**src/rtl/seq_divider_32_bit.sv**
```systemverilog
// Sequential restoring divider, 32-bit signed/unsigned.
// Fixed 33-edge latency from accepted start to done.
module seq_divider_32_bit #(
  parameter int WIDTH = 32
) (
  input  logic             clk,
  input  logic             rst_n,
  input  logic             start,
  input  logic             is_signed,
  input  logic [WIDTH-1:0] dividend,
  input  logic [WIDTH-1:0] divisor,
  output logic             busy,
  output logic             done,
  output logic [WIDTH-1:0] quotient,
  output logic [WIDTH-1:0] remainder,
  output logic             div_by_zero,
  output logic             overflow
);

  typedef enum logic [1:0] {
    IDLE,
    CALC,
    FIX,
    DONE
  } state_t;

  localparam logic [WIDTH-1:0] MIN_NEG =
    {1'b1, {(WIDTH-1){1'b0}}};

  state_t           state;
  state_t           state_nx;
  logic [5:0]       cnt;
  logic [WIDTH-1:0] rem_q;
  logic [WIDTH-1:0] quo_q;
  logic [WIDTH-1:0] dvs_q;
  logic [WIDTH-1:0] dvd_q;
  logic             neg_q;
  logic             neg_r;
  logic             dz_q;
  logic             ov_q;

  logic [WIDTH-1:0] dvd_mag;
  logic [WIDTH-1:0] dvs_mag;
  logic [WIDTH:0]   sh;
  logic [WIDTH+1:0] diff;
  logic             borrow;

  always_comb begin
    dvd_mag = dividend;
    dvs_mag = divisor;
    if (is_signed && dividend[WIDTH-1])
      dvd_mag = -dividend;
    if (is_signed && divisor[WIDTH-1])
      dvs_mag = -divisor;
  end

  // rem < divisor, so a kept difference never reaches bit WIDTH
  always_comb begin
    sh     = {rem_q, quo_q[WIDTH-1]};
    diff   = {1'b0, sh} - {2'b0, dvs_q};
    borrow = diff[WIDTH+1] | diff[WIDTH];
  end

  always_ff @(posedge clk) begin
    if (!rst_n)
      state <= IDLE;
    else
      state <= state_nx;
  end

  always_comb begin
    state_nx = state;
    unique case (state)
      IDLE: if (start) state_nx = CALC;
      CALC: if (cnt == 6'd31) state_nx = FIX;
      FIX:  state_nx = DONE;
      DONE: state_nx = IDLE;
    endcase
  end

  assign busy = (state == CALC) || (state == FIX);
  assign done = (state == DONE);

  always_ff @(posedge clk) begin
    if (!rst_n) begin
      cnt         <= '0;
      rem_q       <= '0;
      quo_q       <= '0;
      dvs_q       <= '0;
      dvd_q       <= '0;
      neg_q       <= 1'b0;
      neg_r       <= 1'b0;
      dz_q        <= 1'b0;
      ov_q        <= 1'b0;
      quotient    <= '0;
      remainder   <= '0;
      div_by_zero <= 1'b0;
      overflow    <= 1'b0;
    end else begin
      unique case (state)
        IDLE: begin
          if (start) begin
            cnt   <= '0;
            rem_q <= '0;
            quo_q <= dvd_mag;
            dvs_q <= dvs_mag;
            dvd_q <= dividend;
            neg_q <= is_signed &
                     (dividend[WIDTH-1] ^ divisor[WIDTH-1]);
            neg_r <= is_signed & dividend[WIDTH-1];
            dz_q  <= (divisor == '0);
            ov_q  <= is_signed &&
                     (dividend == MIN_NEG) &&
                     (divisor == '1);
          end
        end
        CALC: begin
          cnt <= cnt + 6'd1;
          if (!borrow) begin
            rem_q <= diff[WIDTH-1:0];
            quo_q <= {quo_q[WIDTH-2:0], 1'b1};
          end else begin
            rem_q <= sh[WIDTH-1:0];
            quo_q <= {quo_q[WIDTH-2:0], 1'b0};
          end
        end
        FIX: begin
          div_by_zero <= dz_q;
          overflow    <= ov_q;
          if (dz_q) begin
            quotient  <= '1;
            remainder <= dvd_q;
          end else if (ov_q) begin
            quotient  <= MIN_NEG;
            remainder <= '0;
          end else begin
            quotient  <= neg_q ? -quo_q : quo_q;
            remainder <= neg_r ? -rem_q : rem_q;
          end
        end
        default: ;
      endcase
    end
  end

endmodule
```
**config.mk**
```make
export PLATFORM = sky130hd
export DESIGN_NAME = seq_divider_32_bit
export DESIGN_NICKNAME = d
export VERILOG_FILES = /design/src/rtl/seq_divider_32_bit.sv
export SDC_FILE = /design/constraint.sdc
export NUM_CORES = 1
export LEC_CHECK = 0
export ABC_AREA = 1
export CORE_MARGIN = 1.5
export CORE_UTILIZATION = 40
export CTS_CLUSTER_SIZE = 40
export DETAILED_ROUTE_END_ITERATION = 12
export PLACE_DENSITY = 0.61
export SLEW_MARGIN = 20
export SYNTH_ARGS = -nofsm -noshare
export SYNTH_HDL_FRONTEND = slang
export SYNTH_SLANG_ARGS = --single-unit
```
**constraint.sdc**
```tcl
create_clock -name clk -period 3.25 [get_ports clk]
set_input_delay 0.65 -clock clk [delete_from_list [all_inputs] [get_ports clk]]
set_output_delay 0.65 -clock clk [all_outputs]
set_load 0.03 [all_outputs]
```
### Word level (Yosys, flattened, before mapping)

Cells that the tools add are included.

* add/subtract/negate cells: 6
* equal/unequal tests: 8
* multiplexer cells: 19
* bitwise operators: 4
* reductions and logical operators: 11

Operator list (number)
* two-way mux 32 bit: 11
* negation 32 bit: 4
* one-hot mux 32 bit (2 select lines): 2
* equality test 32 bit (second input constant): 2
* subtractor 33 x 32 -> 34 bit: 1
* logical NOT 32 bit: 1
* one-hot mux 6 bit (2 select lines): 1
* one-hot mux 2 bit (4 select lines): 1
* adder 6 x 1 -> 6 bit (second input constant): 1
* equality test 6 x 5 -> 1 bit (second input constant): 1
* two-way mux 6 bit: 1
* AND reduction 2 bit: 3
* equality test 2 bit (second input constant): 2
* logical AND 1 bit: 4
* two-way mux 2 bit: 2
* != test 2 bit (second input constant): 2
* AND 1 bit: 2
* equality test 2 x 1 -> 1 bit (second input constant): 1
* logical NOT 2 bit: 1
* nonzero test 2 bit: 1
* logical OR 1 bit: 1
* two-way mux 1 bit: 1
* bitwise OR 1 bit: 1
* XOR 1 bit: 1

* output and inout port bits: 68
* flip-flop bits (word level): 206
* word-level logic and storage cells: 62
* bits of input ports: 68

### Longest topological paths before layout

* depth after elaboration: 4
* depth in mapped cells: 19
* gate-level depth less buffers: 18

### Worst setup path after synthesis

Ideal clock, no wire load.

* kind: register to register
* from: register quo_q[31]
* to: register rem_q[13]
* path buffers: 1
* clock period less this slack: 2.295 ns
* path slack: 0.955 ns
* library setup time: 0.135 ns
* required time: 3.115 ns
* cell stages (with the launch flop): 20
* arrival time: 2.160 ns
* cells stage by stage: dfxtp_1 -> inv_1 -> ha_1 -> inv_1 -> fa_1 -> nand2_1 -> nand2_1 -> nand3_1 -> nand2_2 -> nand2_2 -> nand2_4 -> nand2_4 -> nand2_4 -> nand2_4 -> nand2_4 -> nor2_8 -> buf_12 -> nand2_4 -> nand3_2 -> a21oi_2

* cells in the longest elaborated chain, start to end: 4

Ends and longest elaborated chain
* from (decl): line 34 `logic [WIDTH-1:0] quo_q;`
* from (signal assigned): line 105 `quo_q <= dvd_mag;`
* from (signal assigned): line 121 `quo_q <= {quo_q[WIDTH-2:0], 1'b1};`
* from (signal assigned): line 124 `quo_q <= {quo_q[WIDTH-2:0], 1'b0};`
* subtractor 33 x 32 -> 34 bit (*): line 60 `diff = {1'b0, sh} - {2'b0, dvs_q};`
* bitwise OR 1 bit: line 61 `borrow = diff[WIDTH+1] | diff[WIDTH];`
* two-way mux 32 bit (*): line 119 `if (!borrow) begin`
* one-hot mux 32 bit (2 select lines) (*): line 100 `unique case (state)`
* to (signal assigned): line 120 `rem_q <= diff[WIDTH-1:0];`
* to (signal assigned): line 123 `rem_q <= sh[WIDTH-1:0];`
* to (decl): line 33 `logic [WIDTH-1:0] rem_q;`

Every way passes the cells marked *; elsewhere a longest branch is shown, timed or not.
A chain may end at the register's enable or synchronous reset.

### Worst setup path after layout

* from: register quo_q[31]
* to: register rem_q[26]

Same word-level chain as after synthesis.

==> results summary <==
The post-cts sizing count is 0. The count of final hold-check violations is 0. The share of Yosys cell area claimed by the top area cell type came out at 29.2%. The path class of the tightest hold or removal check is register to register.

Power spread over the standard cell area amounts to 662 mW/mm^2. The predominant post-synthesis flop cell is sky130_fd_sc_hd__dfxtp_1. The wire length of the first global-routing pass is 77.1 mm. The nature of the critical path endpoint is a register. Clock-pin slew was measured on the worst setup and hold paths at 60 ps.

The synthesized netlist net count is 2352. The signed area change from the synthesized netlist to the final layout is 18.3%. The average size of a mapped cell came out at 6.30 sq um. The most frequently used cell type in the post-synthesis netlist is sky130_fd_sc_hd__nand2_1. The largest fanout on the critical path is 18.

The number of primary I/O pins is 136. The data required time of the critical path came out at 3620 ps. After synthesis the netlist holds a flip-flop and latch count of 206. The post-synthesis adder-cell area fraction came out at 3.86%. In the routed design, unresolved DRC markers number 0.

The remaining number of nets flagged by the antenna check after routing came out at 0. The flow ran to the end, and the final reports show no timing, DRC or antenna violations. By area the synthesized netlist is led by sky130_fd_sc_hd__dfxtp_1 (29%), sky130_fd_sc_hd__nand2_1 (14%), sky130_fd_sc_hd__a21oi_1 (9.0%), sky130_fd_sc_hd__inv_1 (7.1%), sky130_fd_sc_hd__nor2_1 (5.5%). The initial antenna violation count came out at 1. The sequential fraction of the synthesis area came out at 29.2%. Synthesis produced a netlist whose cell count is 2241.

The clock tree from TritonCTS is built. The critical path is of the register to register type. The die outline area came out at 0.0364 sq mm.

Port buffering added 135 buffers. The max-capacitance violation count is 0. Adding up every negative setup slack in the final design gives 0 ps. The cell with the largest stage delay on the worst path is sky130_fd_sc_hd__fa_1. Setup repair after global routing left no endpoint under its margin. The pin count of the biggest net entering global routing is 67.

The placeable core area is 0.0346 sq mm. For this block, the via count after detailed routing is 15200. CTS built an H-tree with a depth of 1. The tree built by TritonCTS fans out to 206 sinks. At the end of the flow the core is filled with cells to 48.2%. The diode insertion count for antenna repair came out at 0. The reg2reg setup slack is 250 ps. The effective utilization at floorplan is 40.8%. Fill cells in the final layout number 3605.

The number of synthesis warnings came out at 0. The final wirelength is 49.2 mm. The weighted congestion at the end of routability-driven global placement is 0.916. Post-CTS timing repair inserted 0 buffers for setup. The per-cell routed wire length is 17.5 um. The via density per instance came out at 5.41. The synthesized-area fraction occupied by ao, oa, aoi and oai cells came out at 19.7%. The clock period minus final worst setup slack came out at 3000 ps. After synthesis, the share of flip-flops with an asynchronous set or reset is 0%.

The clock buffer count from CTS is 25. The dominant combinational cell family by area after synthesis is simple AND/OR/NAND/NOR gates. The post-synthesis share of cell area spent on xor and xnor gates came out at 2.98%. The cell area after synthesis came out at 0.0141 sq mm.

The estimated wirelength of the detail-placed design is 38.2 mm. The hold buffer count at CTS is 0. The number of global-route vias before repair is 14200. The share of post-route cells with drive strength above 1 came out at 6.68%.

The worst vdd rail ir drop is 0.480 mV. The residual overflow from global routing came out at 0. By count the netlist is led by sky130_fd_sc_hd__nand2_1 (532), sky130_fd_sc_hd__inv_1 (268), sky130_fd_sc_hd__a21oi_1 (253), sky130_fd_sc_hd__nor2_1 (208), sky130_fd_sc_hd__dfxtp_1 (206). After the last flow step, the layout net total stands at 2446. In this run the horizontal extent of the chip is 191 um. The floorplan has 68 rows.

In this run the deepest clock path goes through 3 buffers. The post-synthesis cell type count is 56. The transition time at the pin with the least slew margin is 891 ps. By instance count, the cell type seen most on the critical path is sky130_fd_sc_hd__nand2_4.

The final count of negative-setup-slack endpoints came out at 0. Of all cell types, the one taking the most synthesized area is sky130_fd_sc_hd__dfxtp_1. The highest achievable clock rate is 334 MHz. In the global route stage, overall resource usage came out at 26.9%.

The insertion delay to the later sink of the worst-skew pair came out at 550 ps. Walking the worst path, the cells encountered are inv_1 > ha_1 > inv_1 > fa_1 > nand2_1 > nand2_1 > nand3_1 > nand2_2 > nand2_2 > nand2_4 > nand2_4 > nand2_4 > nand2_4 > nand2_4 > nor2_8 > nand2_1 > nand3_1 > a21oi_1. Clock tree synthesis selected as its root buffer the cell sky130_fd_sc_hd__clkbuf_16. The delay of the slowest cell on the worst path came out at 410 ps. The headroom to the max-slew limit came out at 40.6%. The proportion of synthesized area in mux cells is 0%. Measured along the y axis, the die boundary spans 191 um. STA classifies the critical path startpoint as a register. For this block, the initial DRC count from the detailed router was 1357. In the finished design, the share of the clock period the worst path needs comes to 92.2%. The leakage component of the power is 7.44 nW.

The number of enable flip-flop cells after synthesis is 0. Before antenna repair, the detailed router went through 6 iterations. The clock skew after layout came out at 39.6 ps. The count of pins over their slew limit is 0. The synthesized netlist devotes 33.8% of its cell area to simple gates. The arrival time reported for the critical path endpoint is 3370 ps.
==> cell type report <==
class | instances | area [sq um] | area share (%)
sequential | 206 | 4120 | 24.7
clock buffer | 35 | 723 | 4.33
multi-input combinational | 1655 | 8520 | 51.0
tap | 455 | 569 | 3.41
clock inverter | 6 | 98.8 | 0.592
timing repair buffer | 164 | 1600 | 9.59
inverter | 283 | 1070 | 6.39
==> per-layer routing <==
layer	vias to the layer above	global-route usage (%)	part of all wire [%]
met1	7012	39.2	48
met4	2	6.72	2.4
met2	496	41.5	43
met5	-	0	0.020
li1	7589	-	-
met3	74	3.34	6.7
==> layout by cell type, fill, tap and decap left out, types with 5 or more instances in the layout <==
cell,n
sky130_fd_sc_hd__clkdlybuf4s50_1,134
sky130_fd_sc_hd__xor2_1,28
sky130_fd_sc_hd__o21bai_1,5
sky130_fd_sc_hd__o21ai_1,5
sky130_fd_sc_hd__dfxtp_1,206
sky130_fd_sc_hd__nor3_1,30
sky130_fd_sc_hd__o221ai_1,7
sky130_fd_sc_hd__o21ai_0,149
sky130_fd_sc_hd__xnor2_1,20
sky130_fd_sc_hd__nand2_1,531
sky130_fd_sc_hd__clkbuf_16,25
sky130_fd_sc_hd__o211ai_1,27
sky130_fd_sc_hd__inv_2,12
sky130_fd_sc_hd__nand3_1,155
sky130_fd_sc_hd__or2_2,9
sky130_fd_sc_hd__nor2_2,5
sky130_fd_sc_hd__nor4_1,7
sky130_fd_sc_hd__inv_1,265
sky130_fd_sc_hd__nand2_2,10
sky130_fd_sc_hd__nand3_2,9
sky130_fd_sc_hd__a21oi_1,253
sky130_fd_sc_hd__a21oi_2,16
sky130_fd_sc_hd__ha_1,42
sky130_fd_sc_hd__nand3b_1,20
sky130_fd_sc_hd__clkbuf_8,6
sky130_fd_sc_hd__buf_4,26
sky130_fd_sc_hd__nor2_1,207
sky130_fd_sc_hd__a31oi_1,19
sky130_fd_sc_hd__nand4_1,46
sky130_fd_sc_hd__nand2_4,15
==> where the power goes <==
part	switching (W)	leakage (nW)	internal (W)
registers	0.000353	1.68	0.00299
clock network	0.00113	0.406	0.00170
logic	0.00335	5.35	0.00154
total	0.00483	7.44	0.00623
==> flip-flops by register name, summed over array words and instances, names as in the netlist <==
signal       cells
dvd_q           32
dvs_q           32
quo_q           32
quotient        32
rem_q           32
remainder       32
cnt              6
state            2
div_by_zero      1
dz_q             1
neg_q            1
neg_r            1
ov_q             1
overflow         1
==> path summary, 6_finish.rpt <==
kind | to | from | cells after the start
max | rem_q[26] | quo_q[31] | 18
min | dvd_q[4] | dvd_q[4] | 2
max reg2reg | rem_q[26] | quo_q[31] | 18
min reg2reg | dvd_q[4] | dvd_q[4] | 2
==> kinds of logic after synthesis <==
| family | count (synthesis) |
|---|---|
| and+or+nand+nor | 1061 |
| AOI/OAI and AO/OA | 503 |
| buffers and inverters | 380 |
| DFF | 206 |
| xor gates and xnor gates | 48 |
| adders and majority gates | 43 |
==> worst max-delay path: cells and delay by family, from the launching register on <==
family | cells | cell delay, ps
AOI/OAI and AO/OA | 1 | 60
adders and majority gates | 2 | 590
buffers and inverters | 2 | 240
DFF | 1 | 320
and+or+nand+nor | 13 | 1600
==> per-stage QoR <==
step	setup slack [ps]	cell area (sq um)	hold slack, ps	cells	total power, W
floorplan	955	14100	425	2241	0.00662
global placement	389	15900	442	2763	0.00816
detailed placement	312	15900	452	2763	0.00819
CTS	271	16700	460	2804	0.0110
global route	78.1	16700	476	2804	0.0118
finish	254	16700	455	2804	0.0111
Note: power is estimated with default switching activity, not from simulation.
